$ cat config.mk
export PLATFORM = sky130hd
export DESIGN_NAME = comb_pulse_gen
export DESIGN_NICKNAME = d
export VERILOG_FILES = /design/src/rtl/comb_pulse_pkg.sv /design/src/rtl/comb_pulse_timer.sv /design/src/rtl/comb_pulse_gen.sv
export SDC_FILE = /design/constraint.sdc
export NUM_CORES = 1
export LEC_CHECK = 0
export ABC_AREA = 1
export CORE_ASPECT_RATIO = 0.6
export CORE_MARGIN = 1.5
export CORE_UTILIZATION = 58
export DETAILED_ROUTE_END_ITERATION = 6
export GPL_ROUTABILITY_DRIVEN = 0
export PLACE_DENSITY = 0.78
export SLEW_MARGIN = 20
export SYNTH_ARGS = -nofsm -noshare
export SYNTH_HDL_FRONTEND = slang
export SYNTH_SLANG_ARGS = --single-unit
$ cat constraint.sdc
create_clock -name clk -period 3 [get_ports clk]
set_input_delay 0.3 -clock clk [delete_from_list [all_inputs] [get_ports clk]]
set_output_delay 0.3 -clock clk [all_outputs]
set_load 0.03 [all_outputs]
$ cat src/rtl/comb_pulse_pkg.sv
// Shared types and defaults for the comb pulse generator.
// State encoding and default parameter values.
package comb_pulse_pkg;

  localparam logic [2:0] ST_IDLE  = 3'd0;
  localparam logic [2:0] ST_GAP   = 3'd1;
  localparam logic [2:0] ST_ARM   = 3'd2;
  localparam logic [2:0] ST_PULSE = 3'd3;
  localparam logic [2:0] ST_LEAVE = 3'd4;

  typedef enum logic [2:0] {
    IDLE  = ST_IDLE,
    GAP   = ST_GAP,
    ARM   = ST_ARM,
    PULSE = ST_PULSE,
    LEAVE = ST_LEAVE
  } state_t;

  localparam int DEF_CNT_W      = 16;
  localparam int DEF_NUM_W      = 8;
  localparam int DEF_PRE_CYCLES = 1;

endpackage

$ cat src/rtl/comb_pulse_timer.sv
// Loadable down-counter shared by the GAP, ARM and PULSE phases.
// Counts down to 1 and reports expiry while holding at 1.
module comb_pulse_timer
  import comb_pulse_pkg::*;
#(
  parameter int CNT_W = DEF_CNT_W
) (
  input  logic             clk,
  input  logic             rstn,
  input  logic             load,
  input  logic [CNT_W-1:0] load_val,
  input  logic             en,
  output logic [CNT_W-1:0] value,
  output logic             expire
);

  // Load has priority; otherwise step down while enabled.
  always_ff @(posedge clk or negedge rstn) begin
    if (!rstn) begin
      value <= '0;
    end else if (load) begin
      value <= load_val;
    end else if (en && (value > CNT_W'(1))) begin
      value <= value - CNT_W'(1);
    end
  end

  assign expire = (value == CNT_W'(1));

endmodule

$ cat src/rtl/comb_pulse_gen.sv
// Burst pulse generator: gap, pre-pulse warning, pulse, leave.
// FSM and pulse index live here; phase timing uses one timer.
module comb_pulse_gen
  import comb_pulse_pkg::*;
#(
  parameter int CNT_W      = DEF_CNT_W,
  parameter int NUM_W      = DEF_NUM_W,
  parameter int PRE_CYCLES = DEF_PRE_CYCLES
) (
  input  logic             clk,
  input  logic             rstn,
  input  logic             start,
  input  logic             stop,
  input  logic             mode_cont,
  input  logic [CNT_W-1:0] cfg_gap,
  input  logic [CNT_W-1:0] cfg_width,
  input  logic [NUM_W-1:0] cfg_count,
  output logic             busy,
  output logic             about_to_pulse,
  output logic             comb_pulse,
  output logic             leaving,
  output logic             done,
  output logic [NUM_W-1:0] pulse_idx
);

  localparam logic [CNT_W-1:0] PRE_V = CNT_W'(PRE_CYCLES);

  state_t           state;
  state_t           state_d;
  logic [CNT_W-1:0] gap_s;
  logic [CNT_W-1:0] width_s;
  logic [NUM_W-1:0] count_s;
  logic             cont_s;
  logic             stop_pend;
  logic             pend_set;
  logic             accept;
  logic             idx_inc;
  logic             done_d;
  logic             last;
  logic             tmr_load;
  logic [CNT_W-1:0] tmr_ld_val;
  logic             tmr_en;
  logic [CNT_W-1:0] tmr_value;
  logic             tmr_expire;
  logic             unused_tmr;

  // Low time before ARM once the warning window is carved out.
  function automatic logic [CNT_W-1:0] gap_len(
    input logic [CNT_W-1:0] g
  );
    return (g > PRE_V) ? (g - PRE_V) : '0;
  endfunction

  function automatic logic [CNT_W-1:0] width_len(
    input logic [CNT_W-1:0] w
  );
    return (w == '0) ? CNT_W'(1) : w;
  endfunction

  comb_pulse_timer #(
    .CNT_W (CNT_W)
  ) u_timer (
    .clk      (clk),
    .rstn     (rstn),
    .load     (tmr_load),
    .load_val (tmr_ld_val),
    .en       (tmr_en),
    .value    (tmr_value),
    .expire   (tmr_expire)
  );

  assign unused_tmr = ^tmr_value;

  assign tmr_en = (state == GAP) ||
                  (state == ARM) ||
                  (state == PULSE);

  assign last = !cont_s &&
                ((pulse_idx + NUM_W'(1)) == count_s);

  // State register.
  always_ff @(posedge clk or negedge rstn) begin
    if (!rstn) begin
      state <= IDLE;
    end else begin
      state <= state_d;
    end
  end

  // Next state, timer loads and event strobes.
  always_comb begin
    state_d    = state;
    tmr_load   = 1'b0;
    tmr_ld_val = '0;
    done_d     = 1'b0;
    accept     = 1'b0;
    idx_inc    = 1'b0;
    pend_set   = 1'b0;
    unique case (state)
      IDLE: begin
        if (start) begin
          accept = 1'b1;
          if (!mode_cont && (cfg_count == '0)) begin
            done_d = 1'b1;
          end else if (gap_len(cfg_gap) == '0) begin
            state_d    = ARM;
            tmr_load   = 1'b1;
            tmr_ld_val = PRE_V;
          end else begin
            state_d    = GAP;
            tmr_load   = 1'b1;
            tmr_ld_val = gap_len(cfg_gap);
          end
        end
      end
      GAP: begin
        if (stop) begin
          state_d = IDLE;
          done_d  = 1'b1;
        end else if (tmr_expire) begin
          state_d    = ARM;
          tmr_load   = 1'b1;
          tmr_ld_val = PRE_V;
        end
      end
      ARM: begin
        if (stop) begin
          state_d = IDLE;
          done_d  = 1'b1;
        end else if (tmr_expire) begin
          state_d    = PULSE;
          tmr_load   = 1'b1;
          tmr_ld_val = width_len(width_s);
        end
      end
      PULSE: begin
        pend_set = stop;
        if (tmr_expire) begin
          state_d = LEAVE;
        end
      end
      LEAVE: begin
        idx_inc = 1'b1;
        if (stop || stop_pend || last) begin
          state_d = IDLE;
          done_d  = 1'b1;
        end else if (gap_len(gap_s) == '0) begin
          state_d    = ARM;
          tmr_load   = 1'b1;
          tmr_ld_val = PRE_V;
        end else begin
          state_d    = GAP;
          tmr_load   = 1'b1;
          tmr_ld_val = gap_len(gap_s);
        end
      end
      default: begin
        state_d = IDLE;
      end
    endcase
  end

  // Shadow config captured on an accepted start.
  always_ff @(posedge clk or negedge rstn) begin
    if (!rstn) begin
      gap_s   <= '0;
      width_s <= '0;
      count_s <= '0;
      cont_s  <= 1'b0;
    end else if (accept) begin
      gap_s   <= cfg_gap;
      width_s <= cfg_width;
      count_s <= cfg_count;
      cont_s  <= mode_cont;
    end
  end

  // Stop seen mid-pulse is held until the pulse and leave finish.
  always_ff @(posedge clk or negedge rstn) begin
    if (!rstn) begin
      stop_pend <= 1'b0;
    end else if (state_d == IDLE) begin
      stop_pend <= 1'b0;
    end else if (pend_set) begin
      stop_pend <= 1'b1;
    end
  end

  // Pulse index: cleared on start, bumped on every leave exit.
  always_ff @(posedge clk or negedge rstn) begin
    if (!rstn) begin
      pulse_idx <= '0;
    end else if (accept) begin
      pulse_idx <= '0;
    end else if (idx_inc) begin
      pulse_idx <= pulse_idx + NUM_W'(1);
    end
  end

  // Registered Moore decodes of the upcoming state.
  always_ff @(posedge clk or negedge rstn) begin
    if (!rstn) begin
      busy           <= 1'b0;
      about_to_pulse <= 1'b0;
      comb_pulse     <= 1'b0;
      leaving        <= 1'b0;
      done           <= 1'b0;
    end else begin
      busy           <= (state_d != IDLE);
      about_to_pulse <= (state_d == ARM);
      comb_pulse     <= (state_d == PULSE);
      leaving        <= (state_d == LEAVE);
      done           <= done_d;
    end
  end

endmodule
# Word-level counts from Yosys, hierarchy flattened
# Cells that the tools add are included.
[totals]
n_memories = 0
word_cells = 94
in_bits = 45
ramBits = 0
romBits = 0
regBits = 74
latch_bits = 0
[classes]
n_lt_le_gt_ge = 3
n_eq_ne = 9
bitwise = 0
muxes = 45
div_mod_pow = 0
n_mul = 0
shifts = 0
reduce_logical = 20
n_addsub = 4
[ops]
columns = ["cell", "count"]
rows = [
  ["2-to-1 mux 16 bit", 12],
  ["one-hot mux 16 bit (4 select lines)", 1],
  ["> comparator 16 x 1 -> 1 bit, second input constant", 3],
  ["logical NOT 16 bit", 3],
  ["subtractor 16 x 1 -> 16 bit, second input constant", 3],
  ["2-to-1 mux 3 bit", 7],
  ["2-to-1 mux 1 bit", 17],
  ["== test 16 x 1 -> 1 bit, second input constant", 1],
  ["2-to-1 mux 8 bit", 2],
  ["one-hot mux 3 bit (5 select lines)", 1],
  ["== test 3 x 2 -> 1 bit, second input constant", 4],
  ["adder 8 x 1 -> 8 bit, second input constant", 1],
  ["== test 8 bit", 1],
  ["logical NOT 8 bit", 1],
  ["== test 3 bit, second input constant", 2],
  ["logical NOT 3 bit", 2],
  ["2-to-1 mux 2 bit", 3],
  ["one-hot mux 1 bit (3 select lines)", 2],
  ["nonzero test 2 bit", 3],
  ["logical OR 1 bit", 4],
  ["== test 3 x 1 -> 1 bit, second input constant", 1],
  ["logical AND 1 bit", 3],
  ["nonzero test 3 bit", 1],
  ["logical NOT 1 bit", 2],
  ["OR reduction 2 bit", 1],
]

# Logic depth before layout (Yosys ltp)
# Gate-level depths: netlist (run 1).
[logic_depth]
depth_word = 9
depth_mapped = 18
depth_no_buf = 17

# By module
# A second synthesis (run 1) with hierarchy kept.
[unflattened]
cells_unflattened = 852
area_unflattened_um2 = 5499.0
[by_module_without_submodules]
columns = ["mod", "cells_each", "n_inst", "area_per_inst_um2", "seq_area_each_um2"]
rows = [
  ["comb_pulse_gen", 656, 1, 4205.3, 1451.4],
  ["comb_pulse_timer", 196, 1, 1293.7, 400.4],
]

# Worst setup path before layout (run 1)
# OpenSTA, ideal clock, no wires.
[synth_path]
path_kind = "register -> register"
startpoint = "register pulse_idx[0]"
endpoint = "register u_timer.value[8]"
setup_slack_ns = 0.790
synth_period_minus_slack_ns = 2.210
t_arrival_ns = 2.095
n_path_buf = 1
required_ns = 2.885
stages_incl_launch_ff = 18
setup_ns = 0.115
path_cell_list = "dfrtp_1 -> ha_1 -> nand4_1 -> nand2_1 -> nand2_1 -> nand2_1 -> nand3_1 -> nor2_2 -> nand3_2 -> nand2_2 -> inv_2 -> nand2_8 -> nand2_8 -> clkinv_2 -> buf_8 -> nand2_1 -> o21ai_2 -> inv_2"
[synth_between]
elab_chain_cells = 7
elab_cells_between_ends = 10
cone_classes = "add/sub: 1; eq/ne: 1; mux: 5; reduce/logical: 3"
[synth_lines]
columns = ["item", "line_no", "source"]
rows = [
  ["from (decl)", "comb_pulse_gen.sv:23", "output logic [NUM_W-1:0] pulse_idx"],
  ["from (signal assigned)", "comb_pulse_gen.sv:196", "pulse_idx <= pulse_idx + NUM_W'(1);"],
  ["adder 8 x 1 -> 8 bit *", "comb_pulse_gen.sv:79", "((pulse_idx + NUM_W'(1)) == count_s);"],
  ["== test 8 bit *", "comb_pulse_gen.sv:79", ""],
  ["logical AND 1 bit *", "comb_pulse_gen.sv:78", "assign last = !cont_s &&"],
  ["logical OR 1 bit *", "comb_pulse_gen.sv:144", "if (stop || stop_pend || last) begin"],
  ["2-to-1 mux 16 bit / 2-to-1 mux 1 bit (equally long branches)", "comb_pulse_gen.sv:144", ""],
  ["one-hot mux 16 bit (4 select lines) / one-hot mux 1 bit (3 select lines) (equally long branches)", "comb_pulse_gen.sv:99", "unique case (state)"],
  ["2-to-1 mux 16 bit / nonzero test 2 bit (equally long branches)", "--", ""],
  ["to (signal assigned)", "comb_pulse_timer.sv:22", "value <= load_val;"],
  ["to (signal assigned)", "comb_pulse_timer.sv:24", "value <= value - CNT_W'(1);"],
  ["to (decl)", "comb_pulse_timer.sv:13", "output logic [CNT_W-1:0] value,"],
]
# Every way passes the cells marked *; elsewhere a longest branch is shown, timed or not.
# A chain may end at the register's enable or synchronous reset.

# Worst setup path after layout (run 1)
[layout_path]
startpoint = "register pulse_idx[0]"
endpoint = "register u_timer.value[4]"
# The elaborated chain is that of the path after synthesis.

==> metrics.md, run 1 <==
| Metric | Value |
|---|---|
| CTS Buf Count | 9 |
| Pwr Total | 3.57 mW |
| Initial antenna violation count | 0 |
| Hold_buf cts | 0 |
| Number of global-route vias before repair | 5475 |
| Initial DRC Count | 846 |
| IO Pins | 58 |
| Setup Fix Bufs, Post-CTS | 0 |
| Leakage power | 3.17 nW |
| Yosys synthesis warning count | 0 |
| Post-DR vias/cell | 5.69 |
| Syn Area/Cell | 6.52 um^2 |
| Die Height | 78.7 um |
| Antenna-violating nets left | 0 |
| Initial Util | 60.1% |
| Peak supply drop | 0.294 mV |
| Slew margin rel. | 35.0% |
| Synth Cell Area | 5540 um^2 |
| Fin crit share | 93.0% |
| Post-synthesis cell type count | 43 |
| H-tree depth | 3 |
| Hold/Removal Path Class | in2async |
| Count of final setup violators | 0 |
| Wire per inst | 16.1 um |
| Post-synth EDFFs | 0 |
| Worst-path clk slew | 60 ps |
| CTS root buf | clkbuf_16 |
| Top cells by area, synth | dfrtp_1 33%, nand2_1 17%, inv_1 7.6% |
| Dpl hpwl | 12900 um |
| Core Area | 9220 um^2 |
| Data arrival, critical path | 3040 ps |
| Cells after Synth | 849 |
| IO Port Bufs | 57 |
| DRT Pass-1 Iters | 6 |
| Max Clock Skew | 6.95 ps |
| Post-synth top area share | 33.4% |
| Cell taking the most area after synthesis | dfrtp_1 |
| Largest net degree at the start of global routing | 75 |
| Synth Flop Type | dfrtp_1 |
| # clock sinks | 74 |
| Ys async rst share | 100% |
| Area of the die | 10200 um^2 |
| Site row count | 27 |
| TritonCTS clock tree | done |
| Critical Path Start Type | flip-flop |
| Post-CTS sizing | 0 |
| GRT Util Overall | 34.8% |
| Die X | 129 um |
| Critical path type | reg2reg |
| Final hold vios | 0 |
| Later-pin clock latency in the skew report | 340 ps |
| Drt total wl | 16800 um |
| Setup tns final | 0 ps |
| Pwr dens | 546 nW/um^2 |
| Nets | 958 |
| Max cap viols | 0 |
| Unrepaired setup endpoints after global routing | false |
| CTS Buffer Depth | 2 |
| Sequential fraction of the synthesis area | 33.4% |
| Fin crit period | 2790 ps |
| ANT cells | 0 |
| DR vias | 5926 |
| Crit. End Element | flip-flop |
| CP required | 3250 ps |
| Synth Net Count | 901 |
| Residual DRC | 0 |
| Outcome | finished, final reports clean |
| Crit path max fanout | 12 |
| Synth-to-Final Area Change | 17.8% |
| GRT overflow | 0 |
| Max frequency | 359 MHz |
| Global-route wire length before repair | 27400 um |
| Worst-Margin Slew | 975 ps |
| Final slew viol count | 0 |
| Flops & latches, synth | 74 |
| Layout cell share with drive strength beyond 1 | 7.68% |
==> where the power goes <==
group,switching (mW),internal (mW),leakage (nW)
registers,0.178,1.18,0.929
logic,0.727,0.372,2.10
clock network,0.462,0.650,0.138
==> layout make-up <==
cell class	instances	area (um^2)
inverter	120	452
clock buffer	9	225
fill	776	2700
sequential	74	1850
timing repair buffer	64	621
tap	130	163
clock inverter	7	78.8
multi-input combinational	637	3130
==> cells in the mapped netlist (2+ instances only) <==
library cell    n
clkbuf_1       10
nand3_1        83
o211ai_1        2
a21oi_1         9
inv_2           7
ha_1            7
dfrtp_1        74
nand3b_1        6
inv_1         112
buf_2           4
nand2_1       255
nor2_1        106
nor2_2          9
xor2_1         17
nor2_4          5
nor3_1         13
nand4_1        18
nand3_2         4
xnor2_1         3
nand2_8         2
buf_6           3
o21ai_2         7
o22ai_1         3
nor4_2          2
o21ai_1         3
and2_1          2
nor4_1         10
nand2_2         4
o21ai_0        55
==> final timing paths <==
kind | startpoint | endpoint | slack, ps | depth (start not counted)
worst max-delay path | pulse_idx[0] | u_timer.value[4] | 210 | 15
worst min-delay path | rstn | gap_s[13] | 120 | 1
worst max register to register | pulse_idx[0] | u_timer.value[4] | 210 | 15
worst min register to register | width_s[14] | width_s[14] | 520 | 2
max in group asynchronous | rstn | u_timer.value[4] | 2250 | 1
min in group clk | cfg_width[11] | width_s[11] | 500 | 3
==> worst max-delay path, stage by stage (launching register included) <==
cell and delay [ps]:
dfrtp_1 480, ha_1 360, nand3_1 120, nand2_1 100
nand2_1 80, nand2_1 70, nand2_1 50, nand3_1 100
nor2_2 60, nand3_2 100, nand2_2 150, nor2_1 320
nand2_2 170, nor2_1 260, nor2_1 100, nor2_1 170
==> cell usage in the layout, fill, tap and decap left out, drive strengths merged, types with 6 or more instances in the layout <==
| cell | netlist | routed |
|---|---|---|
| nand2 | 262 | 262 |
| inv | 119 | 120 |
| nor2 | 120 | 120 |
| nand3 | 87 | 87 |
| dfrtp | 74 | 74 |
| o21ai | 65 | 65 |
| clkdlybuf4s50 | 0 | 56 |
| nand4 | 19 | 19 |
| xor2 | 17 | 17 |
| nor3 | 13 | 13 |
| nor4 | 12 | 12 |
| a21oi | 10 | 10 |
| clkbuf | 10 | 9 |
| buf | 8 | 8 |
| ha | 7 | 7 |
| nand3b | 6 | 6 |
==> stage by stage <==
step / hold WS, ps / instance area [um^2] / setup slack [ps] / util (%) / std cells
2_1_floorplan: 4.41 / 5540 / 790 / - / 849
3_3_place_gp: 491 / 6220 / 248 / 67.5 / 1025
3_5_place_dp: 497 / 6220 / 116 / 67.5 / 1025
4_1_cts: 149 / 6530 / 303 / 70.8 / 1041
5_1_grt: 198 / 6530 / 36.3 / 70.8 / 1041
6_report: 117 / 6530 / 211 / 70.8 / 1041
==> state kept, by name, summed over array words and instances (netlist names), 3 cells and up <==
| name | cells |
|---|---|
| count_s | 8 |
| gap_s | 16 |
| pulse_idx | 8 |
| state | 3 |
| u_timer.value | 16 |
| width_s | 16 |
==> metal layers <==
metal,track usage [%],vias up,share of wire (%)
li1,-,2834,-
met4,10.2,0,1.5
met5,0,-,0
met3,9.50,29,13
met2,48.2,394,40
met1,52.5,2669,45
==> logic make-up after synthesis <==
logic type      share of synthesized area (%)
compound gates                           9.33
xor+xnor                                 3.16
fa+ha+maj                                1.58
buf+inv                                  10.1
flops                                    33.4
simple gates                             42.4
(Power assumes the default switching activity.)
==> run 2, diff against run 1 <==
PLACE_DENSITY = 0.81   (was 0.78)
==> run 2 against run 1 <==
  * Wire length down 0.57%
  * First-iteration DRC count up 12%
  * Critical path depth up 1
  * Via count up 1.0%
  * Hold slack worse by 16 ps
  * Sequential power about the same
  * Register-to-register slack better by 50 ps
  * Critical path type unchanged
  * Die area unchanged
  * Setup slack better by 53 ps
  * Combinational power about the same
  * Non-clock buffer count unchanged
  * Clock power up 7%
==> metrics.md, run 2 (synthesis gave the netlist of run 1 again) <==
| Metric | Value |
|---|---|
| Fin crit share | 91.2% (was 93.0%) |
| Most common cell after layout, fill and taps aside | nand2_1 (unchanged) |
| Leakage power | 3.18 nW (was 3.17 nW) |
| Data arrival, critical path | 2980 ps (was 3040 ps) |
| Final slew viol count | 0 (unchanged) |
| Placed cell count | 1025 (unchanged) |
| Drt total wl | 16700 um (was 16800 um) |
| Layout cell share with drive strength beyond 1 | 7.68% (unchanged) |
| Worst-path clk slew | 60 ps (about the same) |
| Slew margin rel. | 36.0% (was 35.0%) |
| DR vias | 5987 (was 5926) |
| Layout Cells excl Fill | 1041 (unchanged) |
| CTS root buf | clkbuf_16 (unchanged) |
| Pwr dens | 557 nW/um^2 (was 546 nW/um^2) |
| Largest registers | gap_s: 16 flops, u_timer.value: 16 flops, width_s: 16 flops (unchanged) |
| Crit path buf inv count | 2 (was 0) |
| Dpl hpwl | 12600 um (was 12900 um) |
| # clock sinks | 74 (unchanged) |
| Antenna-violating nets left | 0 (unchanged) |
| Reg2reg path depth | 16 (was 15) |
| Peak supply drop | 0.336 mV (was 0.294 mV) |
| Setup tns final | 0 ps (unchanged) |
| DRT Pass-1 Iters | 7 (was 6) |
| Post-CTS sizing | 0 (unchanged) |
| Crit-path max cell delay | 490 ps (was 480 ps) |
| Worst R2R End | u_timer.value[1] (was u_timer.value[4]) |
| Wire per inst | 16.0 um (was 16.1 um) |
| Area of the die | 10200 um^2 (unchanged) |
| Core Area | 9220 um^2 (unchanged) |
| Fin Hold WS | 101 ps (was 117 ps) |
| CP required | 3240 ps (was 3250 ps) |
| Residual DRC | 0 (unchanged) |
| Critical Path Start Type | flip-flop (unchanged) |
| Nets | 958 (unchanged) |
| Post-DR vias/cell | 5.75 (was 5.69) |
| Initial DRC Count | 948 (was 846) |
| GRT Util Overall | 35.3% (was 34.8%) |
| CP max stage cell | dfrtp_1 (unchanged) |
| Site row count | 27 (unchanged) |
| Synth-to-Final Area Change | 18.2% (was 17.8%) |
| IO Pins | 58 (unchanged) |
| CP Cell Sequence | ha_1 -> nand4_1 -> nand2_1 -> nand2_1 -> nand2_1 -> nand3_1 -> nor2_2 -> nand3_2 -> nand2_2 -> inv_2 -> nand2_8 -> nand2_8 -> clkinv_2 -> o21ai_0 -> nand2_1 -> nand2_1 (was ha_1 -> nand3_1 -> nand2_1 -> nand2_1 -> nand2_1 -> nand2_1 -> nand3_1 -> nor2_2 -> nand3_2 -> nand2_2 -> nor2_1 -> nand2_2 -> nor2_1 -> nor2_1 -> nor2_1) |
| Final hold vios | 0 (unchanged) |
| Number of global-route vias before repair | 5522 (was 5475) |
| Count of final setup violators | 0 (unchanged) |
| Unrepaired setup endpoints after global routing | false (unchanged) |
| Die X | 129 um (unchanged) |
| Most Frequent Cell on Critical Path | nand2_1 |
| Outcome | finished, final reports clean (unchanged) |
| Max Clock Skew | 7.64 ps (was 6.95 ps) |
| Worst-Margin Slew | 960 ps (was 975 ps) |
| Hold/Removal Path Class | in2async (unchanged) |
| Setup Fix Bufs, Post-CTS | 0 (unchanged) |
| Worst R2R Start | pulse_idx[0] (unchanged) |
| Highest-count cells in the layout ignoring fill and taps | 255 x nand2_1, 112 x inv_1, 106 x nor2_1 (unchanged) |
| Global-route wire length before repair | 27600 um (was 27400 um) |
| Crit path max fanout | 15 (was 12) |
| Initial antenna violation count | 0 (unchanged) |
| CTS Buf Count | 9 (unchanged) |
| Initial Util | 60.1% (unchanged) |
| Die Height | 78.7 um (unchanged) |
| Reg2reg setup slack | 260 ps (was 210 ps) |
| CP top delay family | simple AND/OR/NAND/NOR gates (unchanged) |
| Hold_buf cts | 0 (unchanged) |
| ANT cells | 0 (unchanged) |
| H-tree depth | 3 (unchanged) |
| Critical path type | reg2reg (unchanged) |
| GRT overflow | 0 (unchanged) |
| Largest net degree at the start of global routing | 75 (unchanged) |
| TritonCTS clock tree | done (unchanged) |
| Later-pin clock latency in the skew report | 350 ps (was 340 ps) |
| Fin crit period | 2740 ps (was 2790 ps) |
| Number of stages on the worst setup path | 16 (was 15) |
| IO Port Bufs | 57 (unchanged) |
| Max cap viols | 0 (unchanged) |
| Crit. End Element | flip-flop (unchanged) |
| Max frequency | 365 MHz (was 359 MHz) |
| CTS Buffer Depth | 2 (unchanged) |
run 2: cell count changes in the layout (fill, tap and decap cells not counted), sizes merged:
cell,before,now
clkinvlp,3,2
bufinv,1,2
run 2: cell type report:
cell class	count	area, um^2
clock buffers	9	225
clock inverters	7	101
fillers	785	2680
inverters	120	452
multi-input cells	637	3130
flip-flops and latches	74	1850
well taps	130	163
repair buffers	64	621
run 2: worst reg2reg max path, stage by stage, from the launching register on:
cell,delay (ps)
dfrtp_1,490
ha_1,380
nand4_1,160
nand2_1,110
nand2_1,50
nand2_1,60
nand3_1,120
nor2_2,150
nand3_2,130
nand2_2,210
inv_2,100
nand2_8,110
nand2_8,110
clkinv_2,220
o21ai_0,130
nand2_1,80
nand2_1,50
run 2: where the power goes:
group | switching, mW | internal (mW) | leakage, nW
combinational | 0.725 | 0.373 | 2.10
clock | 0.458 | 0.734 | 0.152
sequential | 0.180 | 1.18 | 0.929
total | 1.36 | 2.28 | 3.18
run 2: worst max path at each step:
stage                      start                to
finish              pulse_idx[0]  u_timer.value[1]
global route        pulse_idx[0]  u_timer.value[1]
CTS                 pulse_idx[0]  u_timer.value[1]
detailed placement    cfg_gap[0]         stop_pend
global placement      cfg_gap[0]         stop_pend
floorplan           pulse_idx[0]  u_timer.value[8]
run 2: layer usage:
metal	vias up	share of wire [%]	GRT usage, %
met4	0	1.9	10.1
met5	-	0	0
met3	37	12	10.5
met2	361	41	50.7
met1	2754	45	51.1
li1	2835	-	-
run 2: stage by stage:
stage	worst slack [ps]	power (mW)	utilization [%]	area, um^2
floorplan	790	2.07	-	5540
global placement	263	2.38	67.5	6220
detailed placement	103	2.42	67.5	6220
CTS	325	3.62	71.0	6550
global route	53.8	3.85	71.0	6550
finish	264	3.65	71.0	6550
==> run 3, diff against run 2 <==
CORE_MARGIN = 2   (was 1.5)
==> run 3 against run 2 <==
  * Via count about the same
  * Sequential share of layout area down 0.12 points
  * Sequential cell count is the same
  * Power grew 0.26%
  * Final area increased by 0.42%
  * Clock-buffer cell count unchanged
  * Sequential power about the same
  * Global-route usage decreased by 0.77 points
  * Non-clock buffer count is 2 higher
  * Register-to-register slack about the same
  * Maximum frequency grew 0.12%
  * Die area up 2.1%
  * Critical endpoint is now u_timer.value[3]
==> metrics.md, run 3 (synthesis gave the netlist of run 1 again) <==
| Metric | Value |
|---|---|
| Final slew viol count | 0 (unchanged) |
| Post-DR vias/cell | 5.74 (was 5.75) |
| Global-route wire length before repair | 27400 um (was 27600 um) |
| # clock sinks | 74 (unchanged) |
| Critical Path Start Type | flip-flop (unchanged) |
| Placed cell count | 1026 (was 1025) |
| Max cap viols | 0 (unchanged) |
| Highest-count cells in the layout ignoring fill and taps | 255 x nand2_1, 112 x inv_1, 106 x nor2_1 (unchanged) |
| Combinational cell fraction of total power | 30.2% (was 30.1%) |
| Post-CTS sizing | 0 (unchanged) |
| Layout cell share with drive strength beyond 1 | 7.78% (was 7.68%) |
| Pwr dens | 556 nW/um^2 (was 557 nW/um^2) |
| GRT overflow | 0 (unchanged) |
| Pre-CTS WS | 129 ps (was 103 ps) |
| Worst-path clk slew | 60 ps (about the same) |
| Initial Util | 60.1% (unchanged) |
| Clock group share of total power | 32.8% (was 32.7%) |
| Setup tns final | 0 ps (unchanged) |
| Later-pin clock latency in the skew report | 350 ps (about the same) |
| Layout Cells excl Fill | 1043 (was 1041) |
| IO Pins | 58 (unchanged) |
| IO Port Bufs | 57 (unchanged) |
| DRT Pass-1 Iters | 6 (was 7) |
| Dpl hpwl | 13000 um (was 12600 um) |
| Part of the power in registers | 37.0% (was 37.2%) |
| GRT Util Overall | 34.5% (was 35.3%) |
| Multi-input logic area | 3130 um^2 (unchanged) |
| Crit path max fanout | 15 (unchanged) |
| Peak supply drop | 0.334 mV (was 0.336 mV) |
| Largest net degree at the start of global routing | 68 (was 75) |
| Largest registers | gap_s: 16 flops, u_timer.value: 16 flops, width_s: 16 flops (unchanged) |
| Core Area | 9220 um^2 (unchanged) |
| Initial DRC Count | 960 (was 948) |
| Synth-to-Final Area Change | 18.7% (was 18.2%) |
| CTS root buf | clkbuf_16 (unchanged) |
| Fin crit share | 91.1% (was 91.2%) |
| Count of final setup violators | 0 (unchanged) |
| Fin crit period | 2730 ps (was 2740 ps) |
| Data arrival, critical path | 2970 ps (was 2980 ps) |
| Die X | 130 um (was 129 um) |
| Die Height | 79.7 um (was 78.7 um) |
| Area of the die | 10400 um^2 (was 10200 um^2) |
| Slew margin rel. | 45.5% (was 36.0%) |
| Initial antenna violation count | 0 (unchanged) |
| CTS Buf Count | 9 (unchanged) |
| Pwr Total | 3.65 mW (about the same) |
| Sw Pwr | 1.37 mW (was 1.36 mW) |
| Wire per inst | 16.1 um (was 16.0 um) |
| Outcome | finished, final reports clean (unchanged) |
| Critical path type | reg2reg (unchanged) |
| FF/Latch Area | 1850 um^2 (unchanged) |
| Residual DRC | 0 (unchanged) |
| ANT cells | 0 (unchanged) |
| Internal power | 2.28 mW (about the same) |
| Number of global-route vias before repair | 5470 (was 5522) |
| Most common cell after layout, fill and taps aside | nand2_1 (unchanged) |
| Setup Fix Bufs, Post-CTS | 0 (unchanged) |
| Site row count | 27 (unchanged) |
| CP required | 3240 ps (about the same) |
| Sw Ratio | 37.5% (was 37.4%) |
| Setup ws final | 267 ps (was 264 ps) |
| H-tree depth | 3 (unchanged) |
| Leakage power | 3.20 nW (was 3.18 nW) |
| Fill count | 769 (was 785) |
| Nets | 960 (was 958) |
| Max Clock Skew | 8.49 ps (was 7.64 ps) |
| TritonCTS clock tree | done (unchanged) |
| Hold/Removal Path Class | in2async (unchanged) |
| Crit. End Element | flip-flop (unchanged) |
| Hold_buf cts | 1 (was 0) |
| Drt total wl | 16700 um (about the same) |
| Antenna-violating nets left | 0 (unchanged) |
| Final hold vios | 0 (unchanged) |
| DR vias | 5983 (was 5987) |
| Unrepaired setup endpoints after global routing | false (unchanged) |
| Worst-Margin Slew | 810 ps (was 960 ps) |
| Max frequency | 366 MHz (was 365 MHz) |
| CTS Buffer Depth | 2 (unchanged) |
==> run 3: cell types whose count changed in the layout (fill, tap and decap cells not counted) <==
| cell | delta |
|---|---|
| buf_2 | +1 |
| buf_12 | +1 |
| buf_4 | -1 |
| dlygate4sd3_1 | +1 |
==> run 3: critical path: stages (launching register included) <==
cell	delay, ps
dfrtp_1	460
ha_1	330
xnor2_1	260
xnor2_1	100
nor3_1	300
nand3_2	170
nand2_2	220
inv_2	100
nand2_8	110
nand2_8	110
clkinv_2	210
o21ai_0	130
nand2_1	70
nand2_1	50
==> run 3: power groups by stage <==
stage | Sequential, mW | Clock [mW] | Combinational (mW)
after global placement | 1.35 | 0 | 1.03
after global routing | 1.37 | 1.25 | 1.24
after CTS | 1.34 | 1.21 | 1.08
final | 1.35 | 1.20 | 1.10
after detailed placement | 1.36 | 0 | 1.07
after floorplan | 1.31 | 0 | 0.763
==> run 3: final timing paths <==
| path | depth (start not counted) | slack [ps] | endpoint | start |
|---|---|---|---|---|
| worst max register to register | 13 | 270 | u_timer.value[3] | pulse_idx[0] |
| min in group clk | 3 | 480 | width_s[11] | cfg_width[11] |
| max in group asynchronous | 3 | 1920 | state[2] | rstn |
| worst min-delay path | 2 | 450 | count_s[4] | rstn |
| worst min register to register | 2 | 520 | u_timer.value[3] | u_timer.value[3] |
| worst max-delay path | 13 | 270 | u_timer.value[3] | pulse_idx[0] |
==> run 3: layout make-up <==
cell class,count,share of cell area (%)
multi-input combinational,637,47.7
timing repair buffer,66,9.86
clock inverter,7,1.54
sequential,74,28.2
clock buffer,9,3.43
tap,130,2.47
inverter,120,6.87
==> run 3: routing by layer <==
layer | vias up | global-route usage, % | part of all wire [%]
li1 | 2841 | - | -
met3 | 35 | 10.4 | 13
met5 | - | 0 | 0
met2 | 361 | 50.6 | 41
met4 | 0 | 7.53 | 1.5
met1 | 2746 | 50.1 | 44
==> run 3: through the flow <==
step | instance area, um^2 | utilization (%) | hold WS [ps]
after detailed placement | 6240 | 67.6 | 273
after global routing | 6580 | 71.3 | 489
after CTS | 6580 | 71.3 | 434
final | 6580 | 71.3 | 445
after floorplan | 5540 | - | 4.41
after global placement | 6240 | 67.6 | 260
